[src/rtl/wb_tmr_status.sv]
// wb_tmr_status
//
// Wishbone slave that holds the firmware-visible test status word
// {flags[1:0], stage[5:0]} in three redundant copies. It drives the voted
// word onto the user GPIO pads. A background scrubber repairs any copy that
// disagrees with the vote and counts the repairs. An inject register lets
// software upset one copy on purpose.
//
// Ports
//   wb_clk_i   : single clock
//   wb_rst_i   : synchronous active-high reset
//   wbs_*      : Wishbone slave (classic, one-cycle ack pulse)
//   io_out     : pads; [25:20] = stage, [37:36] = flags, all others 0
//   io_oeb     : pad output enables (active-low); 0 only on the status pads
//
// Register map (byte offsets from BASE_ADDR)
//   0x00 STAGE  : W lane0[5:0] -> stage of all copies; R {26'b0, V[5:0]}
//   0x04 FLAGS  : W lane0[1:0] -> flags of all copies; R {30'b0, V[7:6]}
//   0x08 ERRCNT : R {16'b0, errcnt}; any write clears it
//   0x0C INJECT : W lane0 = XOR mask, lane1[9:8] = copy (3 = none); R 0

module wb_tmr_status #(
  parameter logic [31:0] BASE_ADDR = 32'h3000_0000
) (
  input  logic        wb_clk_i,
  input  logic        wb_rst_i,
  input  logic        wbs_cyc_i,
  input  logic        wbs_stb_i,
  input  logic        wbs_we_i,
  input  logic [3:0]  wbs_sel_i,
  input  logic [31:0] wbs_adr_i,
  input  logic [31:0] wbs_dat_i,
  output logic        wbs_ack_o,
  output logic [31:0] wbs_dat_o,
  output logic [37:0] io_out,
  output logic [37:0] io_oeb
);

  typedef enum logic {
    S_IDLE = 1'b0,
    S_FIX  = 1'b1
  } scrub_state_e;

  scrub_state_e    state_q, state_d;
  logic [2:0][7:0] copy_q, copy_d;
  logic [15:0]     errcnt_q, errcnt_d;
  logic            ack_q, ack_d;
  logic [31:0]     dat_q, dat_d;
  logic [7:0]      pad_q, pad_d;

  logic [7:0] vote;
  logic       diverge;
  logic       in_window;
  logic       req;
  logic [1:0] reg_sel;
  logic       wr_stage, wr_flags, wr_errcnt, wr_inject;
  logic       commit;
  logic [7:0] inj_mask;
  logic [1:0] inj_copy;
  logic       unused_bits;

  // Bitwise 2-of-3 majority vote across the copies.
  genvar gi;
  generate
    for (gi = 0; gi < 8; gi++) begin : g_vote
      assign vote[gi] = (copy_q[0][gi] & copy_q[1][gi]) |
                        (copy_q[0][gi] & copy_q[2][gi]) |
                        (copy_q[1][gi] & copy_q[2][gi]);
    end
  endgenerate

  assign diverge = (copy_q[0] != vote) || (copy_q[1] != vote) || (copy_q[2] != vote);

  // Bus decode. Masking with ack keeps a held strobe from being taken twice,
  // so each request gets exactly one ack pulse.
  assign in_window = (wbs_adr_i[31:4] == BASE_ADDR[31:4]);
  assign req       = wbs_cyc_i & wbs_stb_i & in_window & ~ack_q;
  assign reg_sel   = wbs_adr_i[3:2];

  assign wr_stage  = req & wbs_we_i & (reg_sel == 2'd0) & wbs_sel_i[0];
  assign wr_flags  = req & wbs_we_i & (reg_sel == 2'd1) & wbs_sel_i[0];
  assign wr_errcnt = req & wbs_we_i & (reg_sel == 2'd2);
  assign wr_inject = req & wbs_we_i & (reg_sel == 2'd3) & wbs_sel_i[0] & wbs_sel_i[1];
  assign commit    = wr_stage | wr_flags | wr_errcnt | wr_inject;

  assign inj_mask  = wbs_dat_i[7:0];
  assign inj_copy  = wbs_dat_i[9:8];

  assign unused_bits = ^{wbs_adr_i[1:0], wbs_dat_i[31:10], wbs_sel_i[3:2]};

  // Scrubber, copies and error counter.
  always_comb begin
    state_d  = state_q;
    copy_d   = copy_q;
    errcnt_d = errcnt_q;

    case (state_q)
      S_IDLE: begin
        if (diverge && !commit) begin
          state_d = S_FIX;
        end
      end
      S_FIX: begin
        state_d = S_IDLE;
        // A committing bus write takes priority over the repair; the
        // scrubber will come back if copies still disagree afterwards.
        if (!commit) begin
          for (int i = 0; i < 3; i++) begin
            copy_d[i] = vote;
          end
          if (errcnt_q != 16'hFFFF) begin
            errcnt_d = errcnt_q + 16'd1;
          end
        end
      end
      default: state_d = S_IDLE;
    endcase

    if (wr_stage) begin
      for (int i = 0; i < 3; i++) begin
        copy_d[i][5:0] = wbs_dat_i[5:0];
      end
    end
    if (wr_flags) begin
      for (int i = 0; i < 3; i++) begin
        copy_d[i][7:6] = wbs_dat_i[1:0];
      end
    end
    if (wr_inject) begin
      case (inj_copy)
        2'd0:    copy_d[0] = copy_q[0] ^ inj_mask;
        2'd1:    copy_d[1] = copy_q[1] ^ inj_mask;
        2'd2:    copy_d[2] = copy_q[2] ^ inj_mask;
        default: ;
      endcase
    end
    if (wr_errcnt) begin
      errcnt_d = 16'd0;
    end
  end

  // Bus response: read data is registered with the ack and is zero otherwise.
  always_comb begin
    ack_d = req;
    dat_d = 32'd0;
    if (req && !wbs_we_i) begin
      case (reg_sel)
        2'd0:    dat_d = {26'd0, vote[5:0]};
        2'd1:    dat_d = {30'd0, vote[7:6]};
        2'd2:    dat_d = {16'd0, errcnt_q};
        default: dat_d = 32'd0;
      endcase
    end
  end

  // Pads follow the vote one cycle later, so a single upset never shows.
  always_comb begin
    pad_d = vote;
  end

  always_ff @(posedge wb_clk_i) begin
    if (wb_rst_i) begin
      state_q  <= S_IDLE;
      copy_q   <= {3{8'hFF}};
      errcnt_q <= 16'd0;
      ack_q    <= 1'b0;
      dat_q    <= 32'd0;
      pad_q    <= 8'hFF;
    end else begin
      state_q  <= state_d;
      copy_q   <= copy_d;
      errcnt_q <= errcnt_d;
      ack_q    <= ack_d;
      dat_q    <= dat_d;
      pad_q    <= pad_d;
    end
  end

  assign wbs_ack_o = ack_q;
  assign wbs_dat_o = dat_q;

  assign io_out = {pad_q[7:6], 10'd0, pad_q[5:0], 20'd0};
  assign io_oeb = {2'b00, 10'h3FF, 6'b000000, 20'hFFFFF};

endmodule
[config.mk]
export PLATFORM = sky130hd
export DESIGN_NAME = wb_tmr_status
export DESIGN_NICKNAME = d
export VERILOG_FILES = /design/src/rtl/wb_tmr_status.sv
export SDC_FILE = /design/constraint.sdc
export NUM_CORES = 1
export LEC_CHECK = 0
export ABC_AREA = 1
export CORE_MARGIN = 3
export CORE_UTILIZATION = 30
export DETAILED_ROUTE_END_ITERATION = 10
export GPL_TIMING_DRIVEN = 0
export SLEW_MARGIN = 25
export SYNTH_ARGS = -nofsm -noshare
export SYNTH_HDL_FRONTEND = slang
export SYNTH_SLANG_ARGS = --single-unit
[constraint.sdc]
create_clock -name wb_clk_i -period 4.16 [get_ports wb_clk_i]
set_input_delay 0.832 -clock wb_clk_i [delete_from_list [all_inputs] [get_ports wb_clk_i]]
set_output_delay 0.832 -clock wb_clk_i [all_outputs]
set_load 0.02 [all_outputs]
==> results of run 1 <==
cells in the mapped netlist (4+ instances only):
cell type and n:
nand2_1 267, buf_6 4, dfxtp_1 66, clkbuf_1 9
nand3_2 7, nand3_1 33, xnor2_1 10, nand4_1 15
nor4_1 4, o21ai_0 20, nor3_1 16, buf_4 87
a31oi_1 4, xor2_1 25, a21oi_1 18, nor2_1 53
inv_1 69
how the worst min path moves through the flow:
| stage | startpoint | slack (ns) | end |
|---|---|---|---|
| after floorplan | errcnt_q[15]$_SDFFE_PP0P_ | 0.44 | errcnt_q[15]$_SDFFE_PP0P_ |
| after global placement | errcnt_q[15]$_SDFFE_PP0P_ | 0.46 | errcnt_q[15]$_SDFFE_PP0P_ |
| after detailed placement | errcnt_q[15]$_SDFFE_PP0P_ | 0.47 | errcnt_q[15]$_SDFFE_PP0P_ |
| after CTS | errcnt_q[15]$_SDFFE_PP0P_ | 0.48 | errcnt_q[15]$_SDFFE_PP0P_ |
| after global routing | errcnt_q[15]$_SDFFE_PP0P_ | 0.50 | errcnt_q[15]$_SDFFE_PP0P_ |
| final | errcnt_q[15]$_SDFFE_PP0P_ | 0.48 | errcnt_q[15]$_SDFFE_PP0P_ |
layout make-up:
| class | count | area [um^2] |
|---|---|---|
| Buffer | 104 | 751 |
| Tap cell | 211 | 264 |
| Timing Repair Buffer | 71 | 711 |
| Fill cell | 1628 | 9030 |
| Clock buffer | 9 | 225 |
| Multi-Input combinational cell | 583 | 2740 |
| Clock inverter | 7 | 58.8 |
| Inverter | 72 | 270 |
| Sequential cell | 66 | 1320 |
sequential cells by signal (all words and copies together) (netlist names):
register	cells
state_q	1
pad_q	8
copy_q	24
errcnt_q	16
wbs_dat_o	16
wbs_ack_o	1
critical path, stage by stage:
cell,delay (ns)
clkdlybuf4s50_1,0.45
nand2_1,0.05
inv_1,0.04
nand2_1,0.04
nor2_1,0.09
nand2_1,0.13
nor2_4,0.18
and3_2,0.24
nand2_1,0.24
inv_1,0.39
nand3_1,0.12
nand2_1,0.09
nand2_1,0.05
stage by stage:
step	setup slack [ns]	total power, W
after floorplan	1.97	0.00101
after global placement	1.05	0.00112
after detailed placement	1.02	0.00112
after CTS	1.38	0.00187
after global routing	1.16	0.00195
final	1.44	0.00186
metal layers:
metal | global-route usage (%) | share of wire (%)
met1 | 18.9 | 43
met2 | 26.1 | 50
met3 | 3.17 | 5.6
met4 | 5.08 | 1.3
met5 | 0 | 0
logic make-up after synthesis:
kind of cell | Yosys count | synth area share, %
and+or+nand+nor | 414 | 38.0
buffers and inverters | 176 | 21.4
DFF | 66 | 27.7
AOI/OAI and AO/OA | 49 | 6.10
xor gates and xnor gates | 35 | 6.42
other | 2 | 0.157
adders and majority gates | 1 | 0.262
report_power, final:
part           internal [W]  leakage, nW  switching [W]  total (W)
Sequential         0.000657        0.538      0.0000259   0.000683
Clock              0.000414        0.134       0.000332   0.000746
Combinational      0.000181         2.50       0.000250   0.000431
==> reports/qor.csv, run 1 <==
metric,value,unit
Avg WL per Cell,11.9,um
critical path type,input port to flip-flop,
ANT cells,0,
Post-CTS Setup Repair Bufs,0,
H-tree level count,3,
GRT Overall Usage,15.2,%
Worst Max-Slew Pin Slew,0.702,ns
"commonest cells after routing, fill and taps aside","nand2_1, buf_4, conb_1, clkdlybuf4s50_1, inv_1",
WL final,13.4,mm
Pwr Density,293,mW/mm^2
largest cells by area after synthesis,"dfxtp_1, nand2_1, buf_4",
Static Leak,3.17,nW
Post-DP Area,0.00606,mm^2
final hold viol count,0,
final worst-path cycle share,65.5,%
placed instance count,1107,
Critical Path AT,2.94,ns
CTS tree,yes,
final hold slack,0.477,ns
crit path time final,2.72,ns
R2R depth,11,
RR Startpoint,wbs_ack_o$_SDFF_PP0_,
DIE WIDTH,132,um
RR Endpoint,copy_q[8]$_SDFF_PP1_,
Worst Setup EP,copy_q[8]$_SDFF_PP1_,
# port buffers,71,
Fmax,0.367,GHz
gate count of the mapped netlist,743,
number of core rows,45,
Synth Register Bits,66,
Setup crit start,wbs_cyc_i,
P&R area growth vs syn,32.8,%
CP required,4.38,ns
initial antenna violation count,0,
die area,0.0175,mm^2
first-pass GRT wire length,21.4,mm
Yosys top cell area share,27.7,%
vias in the first global route,4344,
I/O pin count,182,
DP HPWL,10.2,mm
final non-filler cell total,1123,
Final Skew,0.0123,ns
RSZ-0062 raised after global routing,no,
height of the chip,132,um
CP Max Fanout,9,
GPL Wtd Cong,0.901,
Pre-antenna DRT Iters,5,
vias per inst,4.16,
post-synth top area cell,dfxtp_1,
Core Box Area,0.0154,mm^2
clock sink count,66,
Final setup viols,0,
Longest Clk Path Bufs,2,
Detail Route Antenna Nets,0,
number of DRC markers in iteration 0,298,
Max VDD drop,0.209,mV
Max-cap violations,0,
WHS Path Cells,2,
largest net degree at the start of global routing,15,
Register-to-Register Setup Slack,2.06,ns
Finished Cell Area,0.00634,mm^2
"most common cell after layout, fill and taps aside",nand2_1,
"EDFF count, synth",0,
HP Class,flip-flop to flip-flop,
DRC,0,
total grt overflow,0,
Critical Path End Type,flip-flop,
synth unique cells,37,
final core utilization,41.3,%
setup total negative slack,0,ns
Clock transition at path regs,0.06,ns
Worst slew margin,53.0,%
Mapped Avg Cell Area,6.43,um^2
status,"complete, no violations",
post-CTS sizing,0,
"FFs w/ async S/R, synth",0,%
Mapped Area,0.00478,mm^2
share of layout cells above drive strength 1,15.4,%
via count,4675,
Worst Setup Start Kind,input port,
Post-layout nets,981,
post-synthesis sequential area ratio,27.7,%
"Clk Latency, worst-skew pair",0.35,ns
hold_buf cts,0,
Final Max Slew Viols,0,
Synthesis Warnings,0,
Main synth FF type,dfxtp_1,
root buf cell,clkbuf_16,
CTS Buf Count,9,
Initial Util,31.1,%
Power figures use the tool's default switching activity.
==> inputs of run 2 (changes only) <==
Clock period 4.16 ns to 2.8 ns, I/O delays scaled along.
==> results of run 2 <==
Same layout as run 1 (identical final DEF). Status: complete, no violations.
Among the figures that moved: setup slack after placement 1.02 ns -> -0.0676 ns; setup slack after layout 1.44 ns -> 0.349 ns; register-to-register setup slack 2.06 ns -> 0.70 ns; total power 0.00186 W -> 0.00276 W; worst IR drop on VDD 0.209 mV -> 0.311 mV
==> inputs of run 3 (changes only) <==
Settings changed: CTS_CLUSTER_SIZE set to 10, RECOVER_POWER set to 50.
Clock period 2.8 ns to 3.2 ns, I/O delays scaled along.
==> run 3 against run 2 <==
  * Clock power is 13% lower
  * Non-clock buffer count stayed put
  * Clock skew barely moved
  * Via count grew 0.28%
  * Design area is 0.24% lower
  * Worst hold slack barely moved
  * Combinational power shrank 13%
  * Global-route usage stayed put
  * Critical endpoint is now errcnt_q[2]$_SDFFE_PP0P_
==> reports/qor.csv, run 3 (synthesized netlist as in run 1, its figures left out) <==
metric,value,unit,change
placed instance count,1107,,unchanged
Clock transition at path regs,0.06,ns,about the same
WL final,13.4,mm,+0.12%
Max-cap violations,0,,unchanged
final worst-path cycle share,87.2,%,
final hold viol count,0,,unchanged
final non-filler cell total,1123,,unchanged
initial antenna violation count,0,,unchanged
Largest Register,copy_q,,
GRT Overall Usage,15.2,%,unchanged
CP required,3.44,ns,
number of DRC markers in iteration 0,277,,-7.0%
# port buffers,71,,unchanged
worst-path cell chain,"dlygate4sd3_1, inv_1, nor2_1, o211ai_4, nand3_1, inv_2, buf_6, buf_6, a31oi_1, nor2_1",,
Initial Util,31.1,%,unchanged
critical path type,input port to flip-flop,,
Worst Max-Slew Pin Slew,0.893,ns,+0.191 ns
Largest register FFs,24,,unchanged
Longest Clk Path Bufs,2,,unchanged
Final Max Slew Viols,0,,unchanged
vias per inst,4.17,,+0.28%
"delay-heaviest family, CP",buffers and inverters,,
Worst Setup Start Kind,input port,,
vias in the first global route,4344,,unchanged
Fmax,0.358,GHz,
ANT cells,0,,unchanged
setup total negative slack,0,ns,unchanged
Critical Path AT,3.03,ns,
Static Leak,3.21,nW,+1.1%
share of layout cells above drive strength 1,15.0,%,-0.33 points
Critical Path End Type,flip-flop,,
total grt overflow,0,,unchanged
status,"complete, no violations",,
DRC,0,,unchanged
P&R area growth vs syn,32.5,%,
Final Skew,0.0123,ns,+0.0000258 ns
first-pass GRT wire length,21.4,mm,unchanged
Pre-antenna DRT Iters,5,,unchanged
via count,4688,,+0.28%
height of the chip,132,um,unchanged
GPL Wtd Cong,0.901,,unchanged
Core Box Area,0.0154,mm^2,unchanged
I/O pin count,182,,unchanged
RSZ-0062 raised after global routing,no,,
largest net degree at the start of global routing,15,,unchanged
Worst slew margin,39.8,%,-13 points
CP Max Fanout,10,,+1
Critical Path Slowest Stage Cell,nor2_1,,
Post-CTS Setup Repair Bufs,0,,unchanged
root buf cell,clkbuf_16,,
DIE WIDTH,132,um,unchanged
Final setup viols,0,,unchanged
Post-layout nets,981,,unchanged
Detail Route Antenna Nets,0,,unchanged
CTS tree,yes,,
DP HPWL,10.2,mm,unchanged
worst stage delay on the critical path,0.56,ns,+0.11 ns
Register-to-Register Setup Slack,1.02,ns,
"most common cell after layout, fill and taps aside",nand2_1,,
clock sink count,66,,unchanged
Max VDD drop,0.273,mV,
CTS Buf Count,9,,unchanged
crit path time final,2.79,ns,
H-tree level count,3,,unchanged
Avg WL per Cell,11.9,um,+0.12%
hold_buf cts,0,,unchanged
"Clk Latency, worst-skew pair",0.35,ns,about the same
HP Class,flip-flop to flip-flop,,
post-CTS sizing,0,,unchanged
die area,0.0175,mm^2,unchanged
Pwr Density,382,mW/mm^2,
WP buf/inv,5,,+2
number of core rows,45,,unchanged
"commonest cells after routing, fill and taps aside","nand2_1, buf_4, conb_1, inv_1, dfxtp_1",,
[run 3: cell count changes in the layout (fill, tap and decap cells not counted), sizes merged]
cell / before / now
clkdlybuf4s50: 71 / 43
dlygate4sd3: 0 / 28
[run 3: worst reg2reg max path, delay by kind of cell (launching register included)]
kind            cells  cell delay, ns
xor+xnor            1            0.17
compound gates      1            0.72
simple gates        4            0.70
flops               1            0.41
buf+inv             1            0.08
[run 3: worst paths after layout]
path                                                   to  cells past startpoint                       from
worst max-delay path             errcnt_q[2]$_SDFFE_PP0P_                     10               wbs_adr_i[3]
worst min register to register  errcnt_q[15]$_SDFFE_PP0P_                      2  errcnt_q[15]$_SDFFE_PP0P_
worst min-delay path            errcnt_q[15]$_SDFFE_PP0P_                      2  errcnt_q[15]$_SDFFE_PP0P_
worst max register to register         state_q$_SDFF_PP0_                      7      copy_q[11]$_SDFF_PP1_
[run 3: final cells by class]
cell class / instances / area, um^2
plain buffers: 104 / 751
clock buffers: 9 / 225
clock inverters: 7 / 58.8
fillers: 1630 / 9040
inverters: 72 / 270
multi-input cells: 583 / 2730
flip-flops and latches: 66 / 1320
well taps: 211 / 264
repair buffers: 71 / 711
[run 3: per-stage QoR]
step | power [W] | util, % | instance area (um^2) | setup WS, ns | hold slack, ns
final | 0.00241 | 41.2 | 6330 | 0.408 | 0.477
after global routing | 0.00253 | 41.2 | 6330 | 0.236 | 0.498
after CTS | 0.00243 | 41.3 | 6340 | 0.613 | 0.477
after detailed placement | 0.00146 | 39.4 | 6060 | 0.252 | 0.468
after global placement | 0.00145 | 39.4 | 6060 | 0.280 | 0.461
after floorplan | 0.00132 | - | 5080 | 1.20 | 0.444
[run 3: power by group]
part	internal, W	switching (W)
clock	0.000538	0.000432
sequential	0.000854	0.0000340
combinational	0.000233	0.000324
[run 3: metal layers]
layer  wire [um]  share of wire (%)  GRT usage, %
met5           0                  0             0
met4         171                1.3          5.08
met3         819                6.1          3.17
met2        6680                 50          26.1
met1        5750                 43          18.9
